## src/rtl/backend_types.sv

```systemverilog
// Shared back-end types: reservation-station entry layout, issue depth and
// branch-tag sizing, plus small helpers for branch-mask manipulation.
package backend_types;

  localparam int INT_ISSUE_DEPTH = 8;
  localparam int BR_TAG_W        = 2;
  localparam int BR_MASK_W       = 1 << BR_TAG_W;

  typedef struct packed {
    logic [BR_MASK_W-1:0] branch_mask;  // one bit per unresolved branch this op depends on
    logic [6:0]           opcode;
    logic [5:0]           prd;
    logic [5:0]           prs1;
    logic [5:0]           prs2;
    logic [31:0]          imm;
  } res_entry_t;

  function automatic res_entry_t clear_branch(input res_entry_t e,
                                              input logic [BR_TAG_W-1:0] tag);
    res_entry_t r;
    r = e;
    r.branch_mask[tag] = 1'b0;
    return r;
  endfunction

  function automatic logic depends_on(input res_entry_t e,
                                      input logic [BR_TAG_W-1:0] tag);
    return e.branch_mask[tag];
  endfunction

endpackage

```

## src/rtl/issue_select_age_matrix.sv

```systemverilog
// Age matrix for the issue queue: tracks relative allocation order of entries
// and picks the oldest requesting entry as a one-hot grant plus its index.
module age_matrix #(
  parameter int DEPTH      = 4,
  parameter int ADDR_WIDTH = 2
) (
  input  logic                  clk,
  input  logic                  rst,
  input  logic                  alloc_valid_i,
  input  logic [ADDR_WIDTH-1:0] alloc_idx_i,
  input  logic [DEPTH-1:0]      req_i,
  output logic [DEPTH-1:0]      grant_oh_o,
  output logic [ADDR_WIDTH-1:0] grant_idx_o
);

  // older_q[i][j] = 1 means entry i was allocated before entry j.
  logic [DEPTH-1:0][DEPTH-1:0] older_q, older_d;
  logic [DEPTH-1:0]            cand;
  logic [DEPTH-1:0]            pick;

  // NOTE: combinational blocks use blocking '=' and assign every output a
  // default first, so no path leaves a value unassigned (no latch).
  always_comb begin
    older_d = older_q;
    if (alloc_valid_i) begin
      for (int i = 0; i < DEPTH; i++) begin
        for (int j = 0; j < DEPTH; j++) begin
          if (ADDR_WIDTH'(i) == alloc_idx_i)      older_d[i][j] = 1'b0;
          else if (ADDR_WIDTH'(j) == alloc_idx_i) older_d[i][j] = 1'b1;
        end
      end
    end
  end

  // NOTE: this flop array is reset (unlike a data RAM) because a clean
  // all-zero matrix is what makes the first allocations order correctly;
  // state registers use non-blocking '<='.
  always_ff @(posedge clk or posedge rst) begin
    if (rst) older_q <= '0;
    else     older_q <= older_d;
  end

  // An entry wins when no other requester is older than it.
  always_comb begin
    cand = '0;
    for (int i = 0; i < DEPTH; i++) begin
      logic blocked;
      blocked = 1'b0;
      for (int j = 0; j < DEPTH; j++) begin
        blocked = blocked | (req_i[j] & older_q[j][i]);
      end
      cand[i] = req_i[i] & ~blocked;
    end
  end

  // Lowest-index tie break keeps the grant one-hot even for entries whose
  // relative age was never recorded (e.g. straight out of reset).
  always_comb begin
    pick        = (|cand) ? cand : req_i;
    grant_oh_o  = pick & (~pick + DEPTH'(1));
    grant_idx_o = '0;
    for (int i = 0; i < DEPTH; i++) begin
      if (grant_oh_o[i]) grant_idx_o = ADDR_WIDTH'(i);
    end
  end

endmodule

```

## src/rtl/issue_select.sv

```systemverilog
// Oldest-first issue selection from an integer reservation station into a
// single-entry issue register, with branch kill/clean applied in flight.
module issue_select
  import backend_types::*;
#(
  parameter int DEPTH      = INT_ISSUE_DEPTH,
  parameter int ADDR_WIDTH = $clog2(DEPTH)
) (
  input  logic                  clk,
  input  logic                  rst,
  input  logic                  alloc_valid,
  input  logic [ADDR_WIDTH-1:0] alloc_idx,
  input  logic [DEPTH-1:0]      req,
  input  res_entry_t            rdata,
  output logic                  ren,
  output logic [ADDR_WIDTH-1:0] raddr,
  input  logic                  brb_broadcast,
  input  logic                  brb_clean,
  input  logic                  brb_kill,
  input  logic [BR_TAG_W-1:0]   brb_tag,
  input  logic                  fu_ready,
  output logic                  issue_valid,
  output res_entry_t            issue_data
);

  logic [DEPTH-1:0]      grant_oh;
  logic [ADDR_WIDTH-1:0] grant_idx;
  logic                  kill_evt, clean_evt;
  logic                  issue_valid_q, issue_valid_d;
  res_entry_t            issue_data_q, issue_data_d;
  res_entry_t            rd_clean, held_clean;

  age_matrix #(
    .DEPTH     (DEPTH),
    .ADDR_WIDTH(ADDR_WIDTH)
  ) u_age (
    .clk          (clk),
    .rst          (rst),
    .alloc_valid_i(alloc_valid),
    .alloc_idx_i  (alloc_idx),
    .req_i        (req),
    .grant_oh_o   (grant_oh),
    .grant_idx_o  (grant_idx)
  );

  // A kill outranks a clean if both are flagged on the same broadcast.
  assign kill_evt  = brb_broadcast & brb_kill;
  assign clean_evt = brb_broadcast & brb_clean & ~brb_kill;

  assign ren   = ~rst & (|grant_oh) & (~issue_valid_q | fu_ready);
  assign raddr = rst ? '0 : grant_idx;

  always_comb begin
    rd_clean      = clean_evt ? clear_branch(rdata, brb_tag) : rdata;
    held_clean    = clean_evt ? clear_branch(issue_data_q, brb_tag) : issue_data_q;
    issue_data_d  = held_clean;
    issue_valid_d = issue_valid_q;
    if (ren) begin
      // A squashed capture still dequeues the station entry, it just never goes live.
      issue_data_d  = rd_clean;
      issue_valid_d = ~(kill_evt & depends_on(rdata, brb_tag));
    end else if (issue_valid_q & kill_evt & depends_on(issue_data_q, brb_tag)) begin
      issue_valid_d = 1'b0;
    end else if (issue_valid_q & fu_ready) begin
      issue_valid_d = 1'b0;
    end
  end

  always_ff @(posedge clk or posedge rst) begin
    if (rst) begin
      issue_valid_q <= 1'b0;
      issue_data_q  <= '0;
    end else begin
      issue_valid_q <= issue_valid_d;
      issue_data_q  <= issue_data_d;
    end
  end

  assign issue_valid = issue_valid_q;
  assign issue_data  = issue_data_q;

endmodule
```

## config.mk

```make
export PLATFORM = sky130hd
export DESIGN_NAME = issue_select
export DESIGN_NICKNAME = d
export VERILOG_FILES = /design/src/rtl/backend_types.sv /design/src/rtl/issue_select_age_matrix.sv /design/src/rtl/issue_select.sv
export SDC_FILE = /design/constraint.sdc
export NUM_CORES = 1
export LEC_CHECK = 0
export CAP_MARGIN = 20
export CORE_MARGIN = 3
export CORE_UTILIZATION = 40
export CTS_CLUSTER_DIAMETER = 150
export CTS_CLUSTER_SIZE = 8
export DETAILED_ROUTE_END_ITERATION = 10
export GPL_ROUTABILITY_DRIVEN = 1
export HOLD_SLACK_MARGIN = 0.05
export MAX_ROUTING_LAYER = met4
export PLACE_DENSITY = 0.69
export SLEW_MARGIN = 40
export SYNTH_ARGS = -nofsm -noshare
export SYNTH_HDL_FRONTEND = slang
export SYNTH_SLANG_ARGS = --single-unit
```

## constraint.sdc

```tcl
create_clock -name clk -period 7.8 [get_ports clk]
set_input_delay 1.95 -clock clk [delete_from_list [all_inputs] [get_ports clk]]
set_output_delay 1.95 -clock clk [all_outputs]
set_load 0.005 [all_outputs]
```

==> key figures <==
Outcome
  – Status: completed

Hold path
  – Worst hold path type: reg -> reg
  – HP Start: issue_data[51]

Timing
  – Max-slew violation count: 0
  – Fin crit period: 6840 ps
  – RSZ-0062 raised after global routing: no
  – Final period util: 87.6%
  – Tightest Pin Transition: 805 ps
  – Clk_skew: 5.89 ps
  – Sum Neg Setup Slack: 0 ps
  – Final setup fails: 0
  – Final worst slack: 964 ps
  – FMAX: 146 MHz
  – Fin. Hold Viols: 0
  – Max_slew headroom: a little under half

Clock network
  – Root Buffer: clkbuf_16
  – Clk Latency, worst-skew pair: 410 ps
  – Post-CTS sizing: 0
  – Hold buffers post-CTS: 0
  – Post-CTS setup buffers: 0
  – Sink Count: between 100 and 150
  – CTS tree: yes
  – Clk pin slew, worst setup/hold paths: roughly 50 ps
  – CTS HTree Levels: 4
  – CTS max path bufs: 2
  – TritonCTS Buffers: 17

Pwr
  – Pwr Total: 0.00187 W
  – Worst VDD drop: 0.112 mV
  – P_int: 0.00141 W
  – Clock share of power: 40.3%
  – P_leak: 3.15 nW
  – Switching portion of total power: 24.7%
  – Power Dens Cells: between 200 and 300 nW/um2
  – Sw Pwr: 0.000461 W
  – Logic pwr share: about a fifth
  – Sequential Power Share: 41.1%

Floorplan
  – Die Wd: 119 um
  – Die ar.: approximately 14,000 um2
  – Die Height: ~120 um
  – Core area: 12,200 um2
  – Initial Utilization: 41.7%
  – IO Count: approximately 150
  – FP Rows: 40

GRT
  – Global-route wire length before repair: about 23 mm
  – Vias in the first global route: 4,111
  – Largest net degree at the start of global routing: between 60 and 70
  – Total track usage: 21.6%
  – Congestion Overflow GR: 0
  – Initial antenna violation count: 0

Cells and area
  – Final Util: 59.4%
  – Reg area: between 2000 and 3000 um2
  – Post-route insts no fill: 766
  – Ant. Diodes: 0
  – Area Growth Syn to Fin: 42.5%
  – Nets: 666
  – Layout cells sized above 1: under 10%
  – Multi-input gate area: 2000 um2
  – # fillers: 1,053

Route
  – First drt pass iteration count: 5
  – Initial DRC Count: 350
  – Vias: 4,038
  – Antenna-violating nets left: 0
  – Post-route DRC: 0
  – Drt total wl: about 14 mm
  – Wire per inst: between 15 and 20 um
  – Vias per cell: between 5 and 6

Placed design
  – Setup WS pre-CTS: 1030 ps
  – I/O Buffers: 146
  – Final Wtd Congestion: 0.933
  – Dpl hpwl: 10.3 mm
  – Placed cells: 734

Yosys
  – Yosys top cell area share: 58.0%
  – Synth area leaders: dfrtp_1 58%, mux2_1 13%, nand2_1 4.8%
  – Number of synthesized flops with an enable pin: 0
  – Library cells used by synthesis: 43
  – Ys flop type: dfrtp_1
  – Ys async rst share: 100%
  – Synth area leader: dfrtp_1
  – Mapped Area: 5090 um2
  – Synth warnings: 0
  – Net Count, Synth: 522
  – Syn Area/Cell: roughly 12 um2
  – Flops & latches, synth: 118
  – Register area share after synthesis: 58.0%
  – Cells after Synth: 441

Critical path
  – CP Max Fanout: 11
  – Kind of critical path: in -> out
  – Crit end category: output pin
  – Crit path launch: req[0]
  – Crit path DAT: roughly 5000 ps
  – CP Launch Type: input pin
  – Crit path required time: 5850 ps
  – Reg-to-Reg Start: issue_valid

Run
  – Max cap viols: 0
==> kinds of logic after synthesis <==
group / Yosys count / synth area share (%)
AOI/OAI and AO/OA: 83 / 11.6
buffers and inverters: 28 / 2.75
DFF: 118 / 58.0
muxes: 64 / 14.5
and+or+nand+nor: 148 / 13.2
==> final timing paths <==
kind,to,slack (ps),cells past startpoint
setup / recovery,raddr[1],960,8
hold / removal,issue_data[51],480,1
setup reg to reg,issue_data[19],5930,4
hold reg to reg,issue_data[51],480,1
max in group asynchronous,u_age.older_q[29],4650,3
min in group asynchronous,u_age.older_q[11],2140,2
==> critical path, cell delays in order <==
cell,delay [ps]
clkdlybuf4s50_1,780
a22o_4,230
a221oi_2,30
and4_4,200
or4_4,530
a2111o_1,380
o32ai_1,200
clkdlybuf4s50_1,580
==> cell usage in the layout (no fill, tap or decap), drive strengths merged, types with 3 or more instances in the layout <==
cell and n:
nor2b 7, a31oi 4, nand2b 5, or2 3, o21a 9, clkbuf 25, nand3 5, a21o 7
a211oi 3, a22oi 13, dfrtp 118, nor4 4, a221oi 5, o21ai 16, mux2i 4, nor2 44
and4 5, clkdlybuf4s50 145, clkinv 6, nand2 65, mux2 58, inv 4, a21oi 13, nor3 5
buf 4, a22o 6
==> cells in the mapped netlist, drive strengths merged, types with 2 or more instances <==
| library cell | number |
|---|---|
| buf | 14 |
| nand2b | 5 |
| clkbuf | 10 |
| mux2 | 58 |
| nand3 | 5 |
| o22ai | 2 |
| a31oi | 4 |
| or2 | 3 |
| a21o | 7 |
| o21ai | 16 |
| mux2i | 4 |
| a22oi | 13 |
| mux4 | 2 |
| o21a | 9 |
| a211oi | 3 |
| a22o | 6 |
| dfrtp | 118 |
| inv | 4 |
| a221oi | 5 |
| and4 | 5 |
| and3 | 2 |
| nor3 | 5 |
| nand2 | 65 |
| nor4 | 4 |
| nor2b | 7 |
| a21oi | 13 |
| nor2 | 44 |
==> power by group through the flow <==
stage | clock (W) | combinational (W) | sequential (W)
3_5_place_dp | 0 | 0.000351 | 0.000776
4_1_cts | 0.000765 | 0.000353 | 0.000766
3_3_place_gp | 0 | 0.000342 | 0.000774
6_report | 0.000752 | 0.000348 | 0.000767
5_1_grt | 0.000796 | 0.000380 | 0.000778
2_1_floorplan | 0 | 0.000156 | 0.000762
==> per-stage QoR <==
stage | hold slack, ps | area, um2
CTS | 485 | 7250
detailed placement | 473 | 6670
global route | 501 | 7250
finish | 481 | 7250
global placement | 467 | 6670
floorplan | 446 | 5090
==> layout make-up <==
class / instances / share of cell area [%]
Sequential cell: 118 / 40.7
Multi-Input combinational cell: 295 / 27.6
Timing Repair Buffer: 149 / 20.4
Clock buffer: 25 / 7.11
Tap cell: 168 / 2.90
Clock inverter: 7 / 0.932
Inverter: 4 / 0.242
==> state kept, by name (all words and copies together), names as in the netlist <==
signal and count:
u_age.older_q 56, issue_data 61, issue_valid 1
==> per-layer routing <==
layer / vias to the layer above / routed length, um / GRT usage, %
li1: 1856 / - / -
met1: 2010 / 5920 / 27.3
met2: 150 / 7130 / 33.9
met3: 22 / 893 / 5.12
met4: 0 / 299 / 8.33
met5: - / 0 / -
No activity file was read; power rests on OpenSTA's default activity.
